### src/rtl/imm_extend_unit_if.sv
// imm_extend_unit_if: valid/ready bus, flush and counter for the immediate extender.
interface imm_extend_unit_if #(
   parameter int DATA_WIDTH = 16,
   parameter int TAG_WIDTH  = 16,
   parameter int CNT_WIDTH  = 8
);
   logic                  flush;
   logic                  in_valid;
   logic                  in_ready;
   logic [15:0]           in_instr;
   logic [3:0]            in_sel;
   logic [TAG_WIDTH-1:0]  in_tag;
   logic                  out_valid;
   logic                  out_ready;
   logic [DATA_WIDTH-1:0] out_imm;
   logic [TAG_WIDTH-1:0]  out_tag;
   logic                  out_illegal;
   logic [CNT_WIDTH-1:0]  illegal_count;
   modport master (
      output flush, in_valid, in_instr, in_sel, in_tag, out_ready,
      input  in_ready, out_valid, out_imm, out_tag, out_illegal, illegal_count
   );
   modport slave (
      input  flush, in_valid, in_instr, in_sel, in_tag, out_ready,
      output in_ready, out_valid, out_imm, out_tag, out_illegal, illegal_count
   );
endinterface

### src/rtl/imm_extend_unit.sv
// imm_extend_unit: registered immediate extractor/extender with a 2-entry skid buffer.
module imm_extend_unit #(
   parameter int DATA_WIDTH = 16,
   parameter int TAG_WIDTH  = 16,
   parameter int CNT_WIDTH  = 8
) (
   input logic             clk,
   input logic             rst,
   imm_extend_unit_if.slave bus
);
   logic                  outValid, skidValid, outIll, skidIll, newIll, sx, acc;
   logic [DATA_WIDTH-1:0] outImm, skidImm, newImm;
   logic [TAG_WIDTH-1:0]  outTag, skidTag;
   logic [CNT_WIDTH-1:0]  illCnt;
   logic [15:0]           instr;
   logic [2:0]            code;
   assign instr = bus.in_instr;
   assign code  = bus.in_sel[2:0];
   assign sx    = bus.in_sel[3];
   always_comb begin
      newImm = '0;
      newIll = 1'b0;
      case (code)
         3'd0: newImm = {{(DATA_WIDTH-8){sx & instr[7]}}, instr[7:0]};
         3'd1: newImm = {{(DATA_WIDTH-4){sx & instr[3]}}, instr[3:0]};
         3'd2: newImm = {{(DATA_WIDTH-5){sx & instr[4]}}, instr[4:0]};
         3'd3: newImm = {{(DATA_WIDTH-11){sx & instr[10]}}, instr[10:0]};
         3'd4: newImm = {{(DATA_WIDTH-3){sx & instr[4]}}, instr[4:2]};
         3'd5: newImm = {{(DATA_WIDTH-4){1'b0}}, instr[4:2] == 3'd0 ? 4'd8 : {1'b0, instr[4:2]}};
         default: newIll = 1'b1;
      endcase
   end
   // in_ready depends only on registered state, so out_ready never reaches it combinationally
   assign bus.in_ready = !skidValid && !rst;
   assign acc = bus.in_valid && bus.in_ready && !bus.flush;
   always_ff @(posedge clk) begin
      if (rst) begin
         outValid  <= 1'b0;
         outImm    <= '0;
         outTag    <= '0;
         outIll    <= 1'b0;
         skidValid <= 1'b0;
         skidImm   <= '0;
         skidTag   <= '0;
         skidIll   <= 1'b0;
         illCnt    <= '0;
      end else if (bus.flush) begin
         outValid  <= 1'b0;
         skidValid <= 1'b0;
      end else begin
         if (!outValid || bus.out_ready) begin
            if (skidValid) begin
               outImm    <= skidImm;
               outTag    <= skidTag;
               outIll    <= skidIll;
               skidValid <= 1'b0;
            end else if (acc) begin
               outImm <= newImm;
               outTag <= bus.in_tag;
               outIll <= newIll;
            end
            outValid <= skidValid || acc;
         end else if (acc) begin
            skidValid <= 1'b1;
            skidImm   <= newImm;
            skidTag   <= bus.in_tag;
            skidIll   <= newIll;
         end
         if (acc && newIll && !(&illCnt)) illCnt <= illCnt + 1'b1;
      end
   end
   assign bus.out_valid     = outValid;
   assign bus.out_imm       = outImm;
   assign bus.out_tag       = outTag;
   assign bus.out_illegal   = outIll;
   assign bus.illegal_count = illCnt;
endmodule

### src/flat_wrapper.sv
// flat-port wrapper written by rule: the top's interface ports become plain ports
module imm_extend_unit_flat 
#(
   parameter int DATA_WIDTH = 16,
   parameter int TAG_WIDTH  = 16,
   parameter int CNT_WIDTH  = 8
)
  (clk, rst, bus_flush, bus_in_valid, bus_in_instr, bus_in_sel, bus_in_tag, bus_out_ready, bus_in_ready, bus_out_valid, bus_out_imm, bus_out_tag, bus_out_illegal, bus_illegal_count);
  imm_extend_unit_if #(.DATA_WIDTH(DATA_WIDTH), .TAG_WIDTH(TAG_WIDTH), .CNT_WIDTH(CNT_WIDTH)) bus_i ();
  input logic clk;
  input logic rst;
  input wire logic [$bits(bus_i.flush)-1:0] bus_flush;
  input wire logic [$bits(bus_i.in_valid)-1:0] bus_in_valid;
  input wire logic [$bits(bus_i.in_instr)-1:0] bus_in_instr;
  input wire logic [$bits(bus_i.in_sel)-1:0] bus_in_sel;
  input wire logic [$bits(bus_i.in_tag)-1:0] bus_in_tag;
  input wire logic [$bits(bus_i.out_ready)-1:0] bus_out_ready;
  output wire logic [$bits(bus_i.in_ready)-1:0] bus_in_ready;
  output wire logic [$bits(bus_i.out_valid)-1:0] bus_out_valid;
  output wire logic [$bits(bus_i.out_imm)-1:0] bus_out_imm;
  output wire logic [$bits(bus_i.out_tag)-1:0] bus_out_tag;
  output wire logic [$bits(bus_i.out_illegal)-1:0] bus_out_illegal;
  output wire logic [$bits(bus_i.illegal_count)-1:0] bus_illegal_count;
  assign bus_i.flush = bus_flush;
  assign bus_i.in_valid = bus_in_valid;
  assign bus_i.in_instr = bus_in_instr;
  assign bus_i.in_sel = bus_in_sel;
  assign bus_i.in_tag = bus_in_tag;
  assign bus_i.out_ready = bus_out_ready;
  assign bus_in_ready = bus_i.in_ready;
  assign bus_out_valid = bus_i.out_valid;
  assign bus_out_imm = bus_i.out_imm;
  assign bus_out_tag = bus_i.out_tag;
  assign bus_out_illegal = bus_i.out_illegal;
  assign bus_illegal_count = bus_i.illegal_count;
  imm_extend_unit #(.DATA_WIDTH(DATA_WIDTH), .TAG_WIDTH(TAG_WIDTH), .CNT_WIDTH(CNT_WIDTH)) u_core (.clk(clk), .rst(rst), .bus(bus_i));
endmodule
### config.mk
export PLATFORM = sky130hd
export DESIGN_NAME = imm_extend_unit_flat
export DESIGN_NICKNAME = d
export VERILOG_FILES = /design/src/rtl/imm_extend_unit_if.sv /design/src/rtl/imm_extend_unit.sv /design/src/flat_wrapper.sv
export SDC_FILE = /design/constraint.sdc
export NUM_CORES = 1
export LEC_CHECK = 0
export BUFFER_PORTS_ARGS = -buffer_cell sky130_fd_sc_hd__buf_4
export CAP_MARGIN = 20
export CORE_MARGIN = 5
export CORE_UTILIZATION = 52
export DETAILED_ROUTE_END_ITERATION = 10
export MAX_ROUTING_LAYER = met4
export PLACE_DENSITY = 0.79
export RECOVER_POWER = 50
export SLEW_MARGIN = 30
export SYNTH_ARGS = -nofsm -noshare
export SYNTH_HDL_FRONTEND = slang
export SYNTH_SLANG_ARGS = --single-unit
### constraint.sdc
create_clock -name clk -period 2.05 [get_ports clk]
set_input_delay 0.3075 -clock clk [delete_from_list [all_inputs] [get_ports clk]]
set_output_delay 0.3075 -clock clk [all_outputs]
set_load 0.01 [all_outputs]
; Yosys cells after proc, flatten, opt, wreduce, memory -nomap -nowiden
; Index checks and enable logic that the tools add are counted.
[op_classes]
n_div = 0
n_bitwise = 6
shift = 0
n_eq_ne = 5
n_addsub = 1
reduce_logical = 22
n_mul = 0
mux = 9
n_lt_le_gt_ge = 0
[ops]
columns = cell, count
row1 = one-hot mux 16 bit (6 select lines), 1
row2 = two-way mux 16 bit, 4
row3 = "adder 8 x 1 -> 8 bit, second input constant", 1
row4 = AND reduction 8 bit, 1
row5 = "equality test 3 x 2 -> 1 bit, second input constant", 2
row6 = "equality test 3 bit, second input constant", 2
row7 = zero test 3 bit, 2
row8 = AND reduction 3 bit, 2
row9 = OR reduction 6 bit, 1
row10 = logical AND 1 bit, 5
row11 = zero test 1 bit, 5
row12 = AND 1 bit, 4
row13 = two-way mux 4 bit, 1
row14 = "equality test 3 x 1 -> 1 bit, second input constant", 1
row15 = two-way mux 1 bit, 3
row16 = OR reduction 3 bit, 1
row17 = logical OR 1 bit, 2
row18 = NOT 1 bit, 2
row19 = AND reduction 2 bit, 1
row20 = nonzero test 2 bit, 1
row21 = OR reduction 2 bit, 1
[word_totals]
register_bits = 76
romBits = 0
out_inout_bits = 43
latchBits = 0
inputBits = 41
mem_bits_rw = 0
wordCells = 52
memories = 0

; Logic depth before layout (Yosys ltp)
; Gate-level depths: netlist of the first run.
[depth]
ltp_word = 7
depth_mapped = 7

; Worst setup path after synthesis of the first run
; No wires, ideal clock.
[synth_timing]
path_kind = input to register
start = input port bus_flush
end = register u_core.illCnt[4] (netlist: u_core.bus.illegal_count[4])
required_ns = 1.980
slack_ns = 0.226
t_arrival_ns = 1.754
stages = 6
n_path_buf = 2
path_cell_list = or2_1 -> buf_2 -> or3_1 -> buf_2 -> or4_1 -> a21oi_1
[synth_via]
elab_chain_cells = 5
[synth_lines]
columns = element, line
row1 = start: declaration, flat_wrapper.sv:12  ; input wire logic [$bits(bus_i.flush)-1:0] bus_flush;
row2 = zero test 1 bit, imm_extend_unit.sv:35  ; assign acc = bus.in_valid && bus.in_ready && !bus.flush;
row3 = logical AND 1 bit, imm_extend_unit.sv:35
row4 = logical AND 1 bit (2 in series), imm_extend_unit.sv:69  ; if (acc && newIll && !(&illCnt)) illCnt <= illCnt + 1'b1;
row5 = AND reduction 2 bit (no line) *, --
row6 = end signal: assignment, imm_extend_unit.sv:69
row7 = end: declaration, imm_extend_unit.sv:14  ; logic [CNT_WIDTH-1:0] illCnt;
; Mark *: on every way between the ends. The rest lies on a longest branch, timed or not.
; A chain may end at the register's enable or synchronous reset.

; Worst setup path after layout of the first run
[layout_timing]
start = register u_core.skidValid
end = register u_core.illCnt[0] (netlist: u_core.bus.illegal_count[0])
[layout_via]
elab_chain_cells = 7
[layout_lines]
columns = element, line
row1 = start: declaration, imm_extend_unit.sv:11  ; logic outValid, skidValid, outIll, skidIll, newIll, sx, acc;
row2 = start signal: assignment, imm_extend_unit.sv:42  ; skidValid <= 1'b0;
row3 = start signal: assignment, imm_extend_unit.sv:49  ; skidValid <= 1'b0;
row4 = start signal: assignment, imm_extend_unit.sv:56  ; skidValid <= 1'b0;
row5 = zero test 1 bit, imm_extend_unit.sv:34  ; assign bus.in_ready = !skidValid && !rst;
row6 = logical AND 1 bit, imm_extend_unit.sv:34
row7 = logical AND 1 bit (2 in series), imm_extend_unit.sv:35
row8 = logical AND 1 bit (2 in series), imm_extend_unit.sv:69
row9 = AND reduction 2 bit (no line), --
; Every way passes these cells.

==> results of run 1 <==
worst max-delay path by stage:
stage | from | end | cells past startpoint
finish | u_core.skidValid$_SDFFE_PP0P_ | u_core.bus.illegal_count[0]$_SDFFE_PP0P_ | 5
global route | u_core.skidValid$_SDFFE_PP0P_ | u_core.bus.illegal_count[4]$_SDFFE_PP0P_ | 4
floorplan | bus_flush | u_core.bus.illegal_count[4]$_SDFFE_PP0P_ | 6
global placement | bus_flush | u_core.bus.illegal_count[4]$_SDFFE_PP0P_ | 5
detailed placement | bus_flush | u_core.bus.illegal_count[4]$_SDFFE_PP0P_ | 5
CTS | u_core.skidValid$_SDFFE_PP0P_ | u_core.bus.illegal_count[4]$_SDFFE_PP0P_ | 4
cell type report:
type | instances | area, um2 | share of cell area [%]
Inverter | 7 | 26.28 | 0.7078
Clock buffer | 12 | 155.1 | 4.179
Timing Repair Buffer | 87 | 505.5 | 13.62
Multi-Input combinational cell | 255 | 1526 | 41.12
Tap cell | 72 | 90.09 | 2.427
Sequential cell | 68 | 1361 | 36.67
Clock inverter | 4 | 47.55 | 1.281
worst register-to-register path, stage by stage (launching register included):
cell      delay [ns]
dfxtp_1         0.32
nand2b_1        0.23
or3_1           0.52
buf_4           0.19
or3_1           0.34
a21oi_1         0.15
through the flow:
stage	hold WS, ns	power [W]	util [%]	setup WS (ns)
after floorplan	0.4340	0.001539	-	0.2261
after global placement	0.4413	0.001675	65.89	0.06822
after detailed placement	0.4463	0.001680	65.89	0.05298
after CTS	0.1995	0.002788	69.50	0.2345
after global routing	0.2002	0.002848	66.20	0.1410
final	0.2161	0.002740	66.20	0.2374
Yosys cell counts, drive strengths merged (2+ instances only):
cell / n
dfxtp: 68
nand2: 46
nor2: 39
a21oi: 30
clkbuf: 27
a211oi: 25
nor3: 19
mux2i: 16
nand3: 10
inv: 7
o41ai: 7
buf: 6
o211ai: 6
nand2b: 5
nor2b: 4
nor3b: 4
o221ai: 4
nand4b: 3
or3: 3
or4: 3
a221o: 2
a221oi: 2
a31oi: 2
and4: 2
o21ai: 2
o311ai: 2
or3b: 2
xor2: 2
logic make-up after synthesis:
kind of cell,after synthesis,synth area share [%]
compound gates,89,20.27
xor+xnor,2,0.5746
fa+ha+maj,1,0.4103
buf+inv,40,5.499
flops,68,44.65
mux,17,5.622
simple gates,146,22.98
registers in the layout, indices dropped and copies added (netlist names), 8 cells and up:
register                  flops
u_core.bus.illegal_count      8
u_core.bus.out_imm           12
u_core.bus.out_tag           16
u_core.skidImm               12
u_core.skidTag               16
power by group through the flow:
stage          sequential (W)  combinational [W]  clock [W]
4_1_cts               0.00137           0.000286    0.00114
3_3_place_gp          0.00140           0.000280          0
6_report              0.00137           0.000263    0.00111
2_1_floorplan         0.00141           0.000134          0
3_5_place_dp          0.00140           0.000285          0
5_1_grt               0.00137           0.000289    0.00119
layer usage:
layer | share of wire, % | up-vias | global-route usage [%]
met4 | 1.2 | 0 | 7.082
li1 | - | 1443 | -
met3 | 7.2 | 8 | 6.464
met1 | 42 | 1341 | 25.01
met2 | 50 | 100 | 35.05
met5 | 0 | - | -
==> run metrics, run 1 <==
post-route ant nets 0; Max Clk Rate 0.5517 GHz; Yosys top cell area share 44.65%; I/O pin total 84; mean area per synthesized cell 8.400 um2; Seq/Total Area, Yosys 44.65%; routed wire length 7683 um; layout cell share with drive strength beyond 1 14.78%; DRT Pass-1 Iters 5; unrepaired setup endpoints after global routing false; Hold Path Cell Cnt 3; sequential share of power 49.8%; reg-to-reg critical path endpoint u_core.bus.illegal_count[0]$_SDFFE_PP0P_; # diodes 0; DP Area 3695 um2; area grow syn2layout 21.75%; CTS tree yes; Die Span Y 86.58 um; post-route setup TNS 0 ns; DR WL/cell 15.21 um; Critical Path, Cell by Cell nand2b_1 > or3_1 > buf_4 > or3_1 > a21oi_1; Final Skew 0.006821 ns; CTS resizes 0; Tmin final 1.813 ns; Hold EP u_core.skidTag[9]$_SDFFE_PP0P_; hpwl dp 5195 um; starting density of the core 54.37%; Post-CTS Setup Inserts 0; CP arrival 2.08 ns; Worst Tran Pin Value 0.6851 ns; Logic pwr share 9.6%; gp weighted congestion 0.8563; Vias 2892; CTS clock-pin slew for the worst setup and hold paths 0.07 ns; WP buf/inv 1; Remaining Overflow, GRT 0; top cell family by delay on the critical path simple AND/OR/NAND/NOR gates; largest net degree at the start of global routing 68; Root Driver clkbuf_8; first-pass GRT wire length 12370 um; Rows 27; CTS buffer count 9; Main synth FF type dfxtp_1; Placeable Area 5608 um2; worst min-delay path class in -> reg; Slew headroom 54.32%; DRT iter0 DRCs 204; run status completed; crit end category flop; Max FO, Critical Path 7; flop2flop setup slack 0.24 ns; EDFF count, synth 0; worst r2r src u_core.skidValid$_SDFFE_PP0P_; Tot GR Track Use 21.39%; Worst Reg2Reg Path Length in Cells 5; most frequent CP cell or3_1; worst ir drop on vdd 0.0005516 V; Switch Pwr 0.0006545 W; placed insts 489; maxcap violations 0; IO buf count 78; Layout Cells excl Fill 505; sw frac 23.88%; # clock sinks 68; vias in the first global route 2708; Pint 0.002086 W; commonest non-fill, non-tap cell in the layout dfxtp_1; fin nets 470; full die area 7495 um2; Clock Path Buffers 2; Die X 86.58 um; Post-Syn Nets 405; Hold Vio Cnt, Final 0; CTS Hold Bufs 0; initial antenna violation count 0; Vias/cell 5.727; DRC Markers 0; CP Class reg -> reg; most frequent cells in the layout dfxtp_1, nand2_1, clkbuf_1, buf_4, nor2_1; H-tree depth 3; Finished Cell Area 3712 um2; mapped cell area 3049 um2; Pins Over Slew Limit 0; post-synth cell types 45; post-synthesis async set-or-reset flop share 0%; total leakage power 1.268 nW; Area contributors post-synth dfxtp_1, a211oi_1, nand2_1; Worst EP required 2.31 ns; Hold Crit Start bus_in_tag[9]; final setup vio count 0; critical path's slowest cell or3_1; clock share of power 40.6%; Yosys top cell by area dfxtp_1; worst-skew pair later-pin latency 0.34 ns; Seq cells post-synth 68; Worst path max stage delay 0.51 ns; Mapped Cells 363; Power Dens Cells 738.2 nW/um2; Fillers 492; fin crit share 88.42%; crit start category flop; Synth Warn # 0
No activity file was read; power rests on OpenSTA's default activity.
==> inputs of run 2 (changes only) <==
--- a/config.mk
+++ b/config.mk
@@ -5,14 +5,14 @@
 export SDC_FILE = /design/constraint.sdc
 export NUM_CORES = 1
 export LEC_CHECK = 0
-export BUFFER_PORTS_ARGS = -buffer_cell sky130_fd_sc_hd__buf_4
+export BUFFER_PORTS_ARGS = -buffer_cell sky130_fd_sc_hd__buf_2
 export CAP_MARGIN = 20
 export CORE_MARGIN = 5
 export CORE_UTILIZATION = 52
 export DETAILED_ROUTE_END_ITERATION = 10
 export MAX_ROUTING_LAYER = met4
 export PLACE_DENSITY = 0.79
-export RECOVER_POWER = 50
+export RECOVER_POWER = 25
 export SLEW_MARGIN = 30
 export SYNTH_ARGS = -nofsm -noshare
 export SYNTH_HDL_FRONTEND = slang
==> run 2 against run 1 <==
Net effect:
- via count is 0.17% lower
- worst setup slack got worse by 0.11 ns
- largest cell class unchanged
- die area is the same
- final area rose by 0.98%
- first-iteration DRC count shrank 34%
- maximum frequency is 5.9% lower
- wire length decreased by 2.3%
==> run metrics, run 2 (synthesized netlist as in run 1, its figures left out) <==
worst r2r src u_core.skidValid$_SDFFE_PP0P_ (unchanged); CTS clock-pin slew for the worst setup and hold paths 0.08 ns (was 0.07 ns); CTS Hold Bufs 0 (unchanged); Finished Cell Area 3749 um2 (was 3712 um2); IO buf count 78 (unchanged); area grow syn2layout 22.94% (was 21.75%); worst ir drop on vdd 0.0006802 V (was 0.0005516 V); final total power 0.003099 W (was 0.002740 W); crit end category flop (unchanged); worst slack at placement 0.01901 ns (was 0.05298 ns); Max FO, Critical Path 31 (was 7); starting density of the core 54.37% (unchanged); Worst EP required 2.28 ns (was 2.31 ns); post-route setup TNS 0 ns (unchanged); Tmin final 1.925 ns (was 1.813 ns); fin nets 471 (was 470); DR WL/cell 14.84 um (was 15.21 um); PnR worst setup slack 0.1247 ns (was 0.2374 ns); met2 WL 3600 um (was 3820 um); Power Dens Cells 826.6 nW/um2 (was 738.2 nW/um2); # clock sinks 68 (unchanged); uppermost layer routed met4 (unchanged); routed wire length 7510 um (was 7683 um); CTS resizes 0 (unchanged); full die area 7495 um2 (unchanged); crit start category flop (unchanged); layout cell share with drive strength beyond 1 19.35% (was 14.78%); DRT Pass-1 Iters 6 (was 5); Root Driver clkbuf_8 (unchanged); worst-skew pair later-pin latency 0.34 ns (about the same); DRT iter0 DRCs 135 (was 204); worst min-delay path class in -> reg (unchanged); Worst setup startpoint u_core.skidValid$_SDFFE_PP0P_ (unchanged); DR WL met3 452 um (was 552 um); Metal-1 WL 3388 um (was 3215 um); fin crit share 93.92% (was 88.42%); Worst path max stage delay 0.50 ns (was 0.51 ns); Max Clk Rate 0.5194 GHz (was 0.5517 GHz); initial antenna violation count 0 (unchanged); DRC Markers 0 (unchanged); critical path's slowest cell a211o_1 (was or3_1); CP Class reg -> reg (unchanged); Clock Path Buffers 2 (unchanged); Hold Crit Start bus_in_tag[9] (unchanged); Post-CTS Setup Inserts 0 (unchanged); commonest non-fill, non-tap cell in the layout dfxtp_1 (unchanged); vias in the first global route 2641 (was 2708); Hold Vio Cnt, Final 0 (unchanged); Remaining Overflow, GRT 0 (unchanged); Vias/cell 5.706 (was 5.727); first-pass GRT wire length 12140 um (was 12370 um); Vias 2887 (was 2892); total leakage power 1.348 nW (was 1.268 nW); maxcap violations 0 (unchanged); run status completed (unchanged); Layout Cells excl Fill 506 (was 505); hpwl dp 5008 um (was 5195 um); Rows 27 (unchanged); H-tree depth 3 (unchanged); post-route ant nets 0 (unchanged); Tot GR Track Use 20.73% (was 21.39%); Die Span Y 86.58 um (unchanged); Die X 86.58 um (unchanged); Pins Over Slew Limit 0 (unchanged); placed insts 490 (was 489); most frequent cells in the layout dfxtp_1, buf_2, nand2_1 (was dfxtp_1, nand2_1, clkbuf_1, buf_4, nor2_1); Final Skew 0.004746 ns (was 0.006821 ns); I/O pin total 84 (unchanged); unrepaired setup endpoints after global routing false (unchanged); CP arrival 2.15 ns (was 2.08 ns); DP Area 3507 um2 (was 3695 um2); CTS tree yes (unchanged); # diodes 0 (unchanged); Slew headroom 53.66% (was 54.32%); gp weighted congestion 0.8629 (was 0.8563); Critical Path, Cell by Cell buf_4 > inv_1 > a211o_1 > o41ai_1 (was nand2b_1 > or3_1 > buf_4 > or3_1 > a21oi_1); CTS buffer count 9 (unchanged); largest net degree at the start of global routing 68 (unchanged); final setup vio count 0 (unchanged); Worst Tran Pin Value 0.6952 ns (was 0.6851 ns); Placeable Area 5608 um2 (unchanged)
-- run 2: per-stage QoR --
step                hold slack, ns  util [%]
global route                0.2026     66.85
detailed placement          0.4413     62.54
CTS                         0.1994     67.40
finish                      0.2102     66.85
floorplan                   0.4340         -
global placement            0.4401     62.54
-- run 2: layout make-up --
cell class	count	area [um2]
clock buffer	10	137.6
clock inverter	6	135.1
fill	483	1859
inverter	7	26.28
multi-input combinational	255	1539
sequential	68	1361
tap	72	90.09
timing repair buffer	88	459.2
-- run 2: metal layers --
layer	vias to the layer above	GRT usage (%)
li1	1449	-
met1	1339	26.37
met2	93	32.20
met3	6	4.373
met4	0	8.215
met5	-	-
-- run 2: path summary, 6_finish.rpt --
kind | slack [ns] | depth (start not counted) | to
setup / recovery | 0.12 | 4 | u_core.bus.out_imm[7]$_SDFFE_PP0P_
hold reg to reg | 0.45 | 2 | u_core.bus.out_imm[2]$_SDFFE_PP0P_
hold / removal | 0.21 | 3 | u_core.skidTag[9]$_SDFFE_PP0P_
setup reg to reg | 0.12 | 4 | u_core.bus.out_imm[7]$_SDFFE_PP0P_
-- run 2: report_power, final --
group	leakage (nW)	switching [W]	internal, W
Combinational	0.669	0.000153	0.0000986
Clock	0.129	0.000519	0.000964
Sequential	0.551	0.0000153	0.00135
-- run 2: critical path: cells and delay by family, from the launching register on --
kind                   cells  cell delay (ns)
AOI/OAI and AO/OA          2             0.94
buffers and inverters      2             0.55
DFF                        1             0.32
==> inputs of run 3 (changes only) <==
--- a/config.mk
+++ b/config.mk
@@ -8,10 +8,10 @@
 export BUFFER_PORTS_ARGS = -buffer_cell sky130_fd_sc_hd__buf_2
 export CAP_MARGIN = 20
 export CORE_MARGIN = 5
-export CORE_UTILIZATION = 52
+export CORE_UTILIZATION = 47
 export DETAILED_ROUTE_END_ITERATION = 10
 export MAX_ROUTING_LAYER = met4
-export PLACE_DENSITY = 0.79
+export PLACE_DENSITY = 0.76
 export RECOVER_POWER = 25
 export SLEW_MARGIN = 30
 export SYNTH_ARGS = -nofsm -noshare
==> constraint.sdc (replaced) <==
create_clock -name clk -period 1.6 [get_ports clk]
set_input_delay 0.08 -clock clk [delete_from_list [all_inputs] [get_ports clk]]
set_output_delay 0.08 -clock clk [all_outputs]
set_load 0.01 [all_outputs]
==> run 3 against run 2 <==
Net effect:
- the run now ends with negative setup slack left
- flip-flop and latch count unchanged
- die area up 9.4%
- highest routed layer unchanged
- largest power group unchanged
- register-to-register slack got worse by 0.13 ns
- global-route usage up 0.31 points
==> run metrics, run 3 (synthesized netlist as in run 1, its figures left out) <==
post-route ant nets 0 (unchanged); Root Driver clkbuf_8 (unchanged); flop2flop setup slack -0.008 ns (was 0.12 ns); violated checks negative setup slack; IO buf count 78 (unchanged); Worst EP required 1.87 ns (was 2.28 ns); vias in the first global route 2970 (was 2641); fin nets 507 (was 471); Vias 3040 (was 2887); Pins Over Slew Limit 0 (unchanged); crit start category flop (unchanged); DRT iter0 DRCs 164 (was 135); Rows 29 (was 27); Critical Path, Cell by Cell nand2b_4 > or3_4 > or4_4 > a21oi_2 (was buf_4 > inv_1 > a211o_1 > o41ai_1); maxcap violations 0 (unchanged); # clock sinks 68 (unchanged); Worst path max stage delay 0.53 ns (was 0.50 ns); Finished Cell Area 4200 um2 (was 3749 um2); Hold Vio Cnt, Final 0 (unchanged); Worst Reg2Reg Path Length in Cells 4 (unchanged); full die area 8198 um2 (was 7495 um2); Tot GR Track Use 21.04% (was 20.73%); Power Dens Cells 998.2 nW/um2 (was 826.6 nW/um2); most frequent cells in the layout dfxtp_1, buf_2, nand2_1 (unchanged); worst min-delay path class in -> reg (unchanged); CP Class reg -> reg (unchanged); Remaining Overflow, GRT 0 (unchanged); CTS tree yes (unchanged); Placeable Area 6314 um2 (was 5608 um2); Hold Crit Start bus_in_instr[8] (was bus_in_tag[9]); area grow syn2layout 37.75% (was 22.94%); run status finished, violations left (was completed); H-tree depth 3 (unchanged); Final Skew 0.007641 ns (was 0.004746 ns); CP arrival 1.88 ns (was 2.15 ns); Slew headroom 51.98% (was 53.66%); worst-skew pair later-pin latency 0.34 ns (about the same); gp weighted congestion 0.8577 (was 0.8629); fin crit share 100.5% (was 93.92%); # diodes 0 (unchanged); Clock Path Buffers 2 (unchanged); Tmin final 1.608 ns (was 1.925 ns); critical path's slowest cell or4_4 (was a211o_1); largest net degree at the start of global routing 68 (unchanged); routed wire length 8281 um (was 7510 um); Max Clk Rate 0.6219 GHz (was 0.5194 GHz); final total power 0.004193 W (was 0.003099 W); CTS clock-pin slew for the worst setup and hold paths 0.08 ns (about the same); commonest non-fill, non-tap cell in the layout dfxtp_1 (unchanged); Hold Path Cell Cnt 3 (unchanged); post-route setup TNS -0.008099 ns (was 0 ns); PnR worst setup slack -0.008099 ns (was 0.1247 ns); Die Span Y 90.55 um (was 86.58 um); worst ir drop on vdd 0.0008166 V (was 0.0006802 V); layout cell share with drive strength beyond 1 27.02% (was 19.35%); final setup vio count 1 (was 0); starting density of the core 48.30% (was 54.37%); Max FO, Critical Path 8 (was 31); Die X 90.55 um (was 86.58 um); DRT Pass-1 Iters 4 (was 6); hpwl dp 5339 um (was 5008 um); Vias/cell 5.558 (was 5.706); Hold EP u_core.skidImm[8]$_SDFFE_PP0P_ (was u_core.skidTag[9]$_SDFFE_PP0P_); DR WL/cell 15.14 um (was 14.84 um); DP Area 3669 um2 (was 3507 um2); total leakage power 1.571 nW (was 1.348 nW); Fillers 552 (was 483); DRC Markers 0 (unchanged); crit end category flop (unchanged); worst r2r src u_core.skidValid$_SDFFE_PP0P_ (unchanged); initial antenna violation count 0 (unchanged); hold slack 0.05010 ns (was 0.2102 ns); Worst Tran Pin Value 0.7202 ns (was 0.6952 ns); reg-to-reg critical path endpoint u_core.bus.illegal_count[4]$_SDFFE_PP0P_ (was u_core.bus.out_imm[7]$_SDFFE_PP0P_); I/O pin total 84 (unchanged); CTS buffer count 9 (unchanged); unrepaired setup endpoints after global routing true (was false); first-pass GRT wire length 14000 um (was 12140 um)
==> run 3: worst max-delay path by stage <==
stage | startpoint | depth (start not counted) | end
2_1_floorplan | u_core.skidValid$_SDFFE_PP0P_ | 6 | u_core.bus.illegal_count[4]$_SDFFE_PP0P_
3_3_place_gp | bus_flush | 5 | u_core.bus.illegal_count[4]$_SDFFE_PP0P_
3_5_place_dp | bus_flush | 5 | u_core.bus.illegal_count[4]$_SDFFE_PP0P_
4_1_cts | u_core.skidValid$_SDFFE_PP0P_ | 6 | u_core.skidImm[0]$_SDFFE_PP0P_
5_1_grt | u_core.skidValid$_SDFFE_PP0P_ | 4 | u_core.bus.illegal_count[4]$_SDFFE_PP0P_
6_report | u_core.skidValid$_SDFFE_PP0P_ | 4 | u_core.bus.illegal_count[4]$_SDFFE_PP0P_
==> run 3: worst max-delay path, delay by kind of cell (launching register included) <==
| kind | cells | cell delay, ns |
|---|---|---|
| AOI/OAI and AO/OA | 1 | 0.13 |
| and+or+nand+nor | 3 | 1.09 |
| DFF | 1 | 0.32 |
==> run 3: where the power goes <==
| group | internal, W | switching [W] |
|---|---|---|
| Combinational | 0.000168 | 0.000212 |
| Sequential | 0.00173 | 0.0000213 |
| Clock | 0.00140 | 0.000667 |
==> run 3: repair_timing <==
action                                 CTS  global route
endpoints found under the hold margin   16             0
setup buffers                            0             0
resized for setup                        3            24
setup endpoints to repair                7            29
hold buffers                            16             0
pin swaps                                1             6
cloned                                   0             1
==> run 3: cell type report <==
type / instances / area, um2 / area share [%]
clock buffer: 10 / 137.6 / 3.277
clock inverter: 6 / 158.9 / 3.783
inverter: 7 / 26.28 / 0.6256
multi-input combinational: 255 / 1625 / 38.70
sequential: 68 / 1363 / 32.44
tap: 77 / 96.34 / 2.294
timing repair buffer: 124 / 793.3 / 18.89
==> run 3: per-stage QoR <==
step / util [%] / worst slack (ns) / std cells
final: 66.53 / -0.008099 / 547
after detailed placement: 58.11 / -0.07729 / 514
after global placement: 58.11 / -0.07662 / 514
after CTS: 65.58 / 0.01001 / 546
after global routing: 66.53 / -0.07112 / 547
after floorplan: - / -0.1110 / 363
==> run 3: routing by layer <==
metal / up-vias / GRT usage (%) / share of wire (%)
met2: 95 / 33.78 / 47
met5: - / - / 0
li1: 1515 / - / -
met1: 1416 / 25.21 / 44
met4: 0 / 7.816 / 1.7
met3: 14 / 5.667 / 6.5
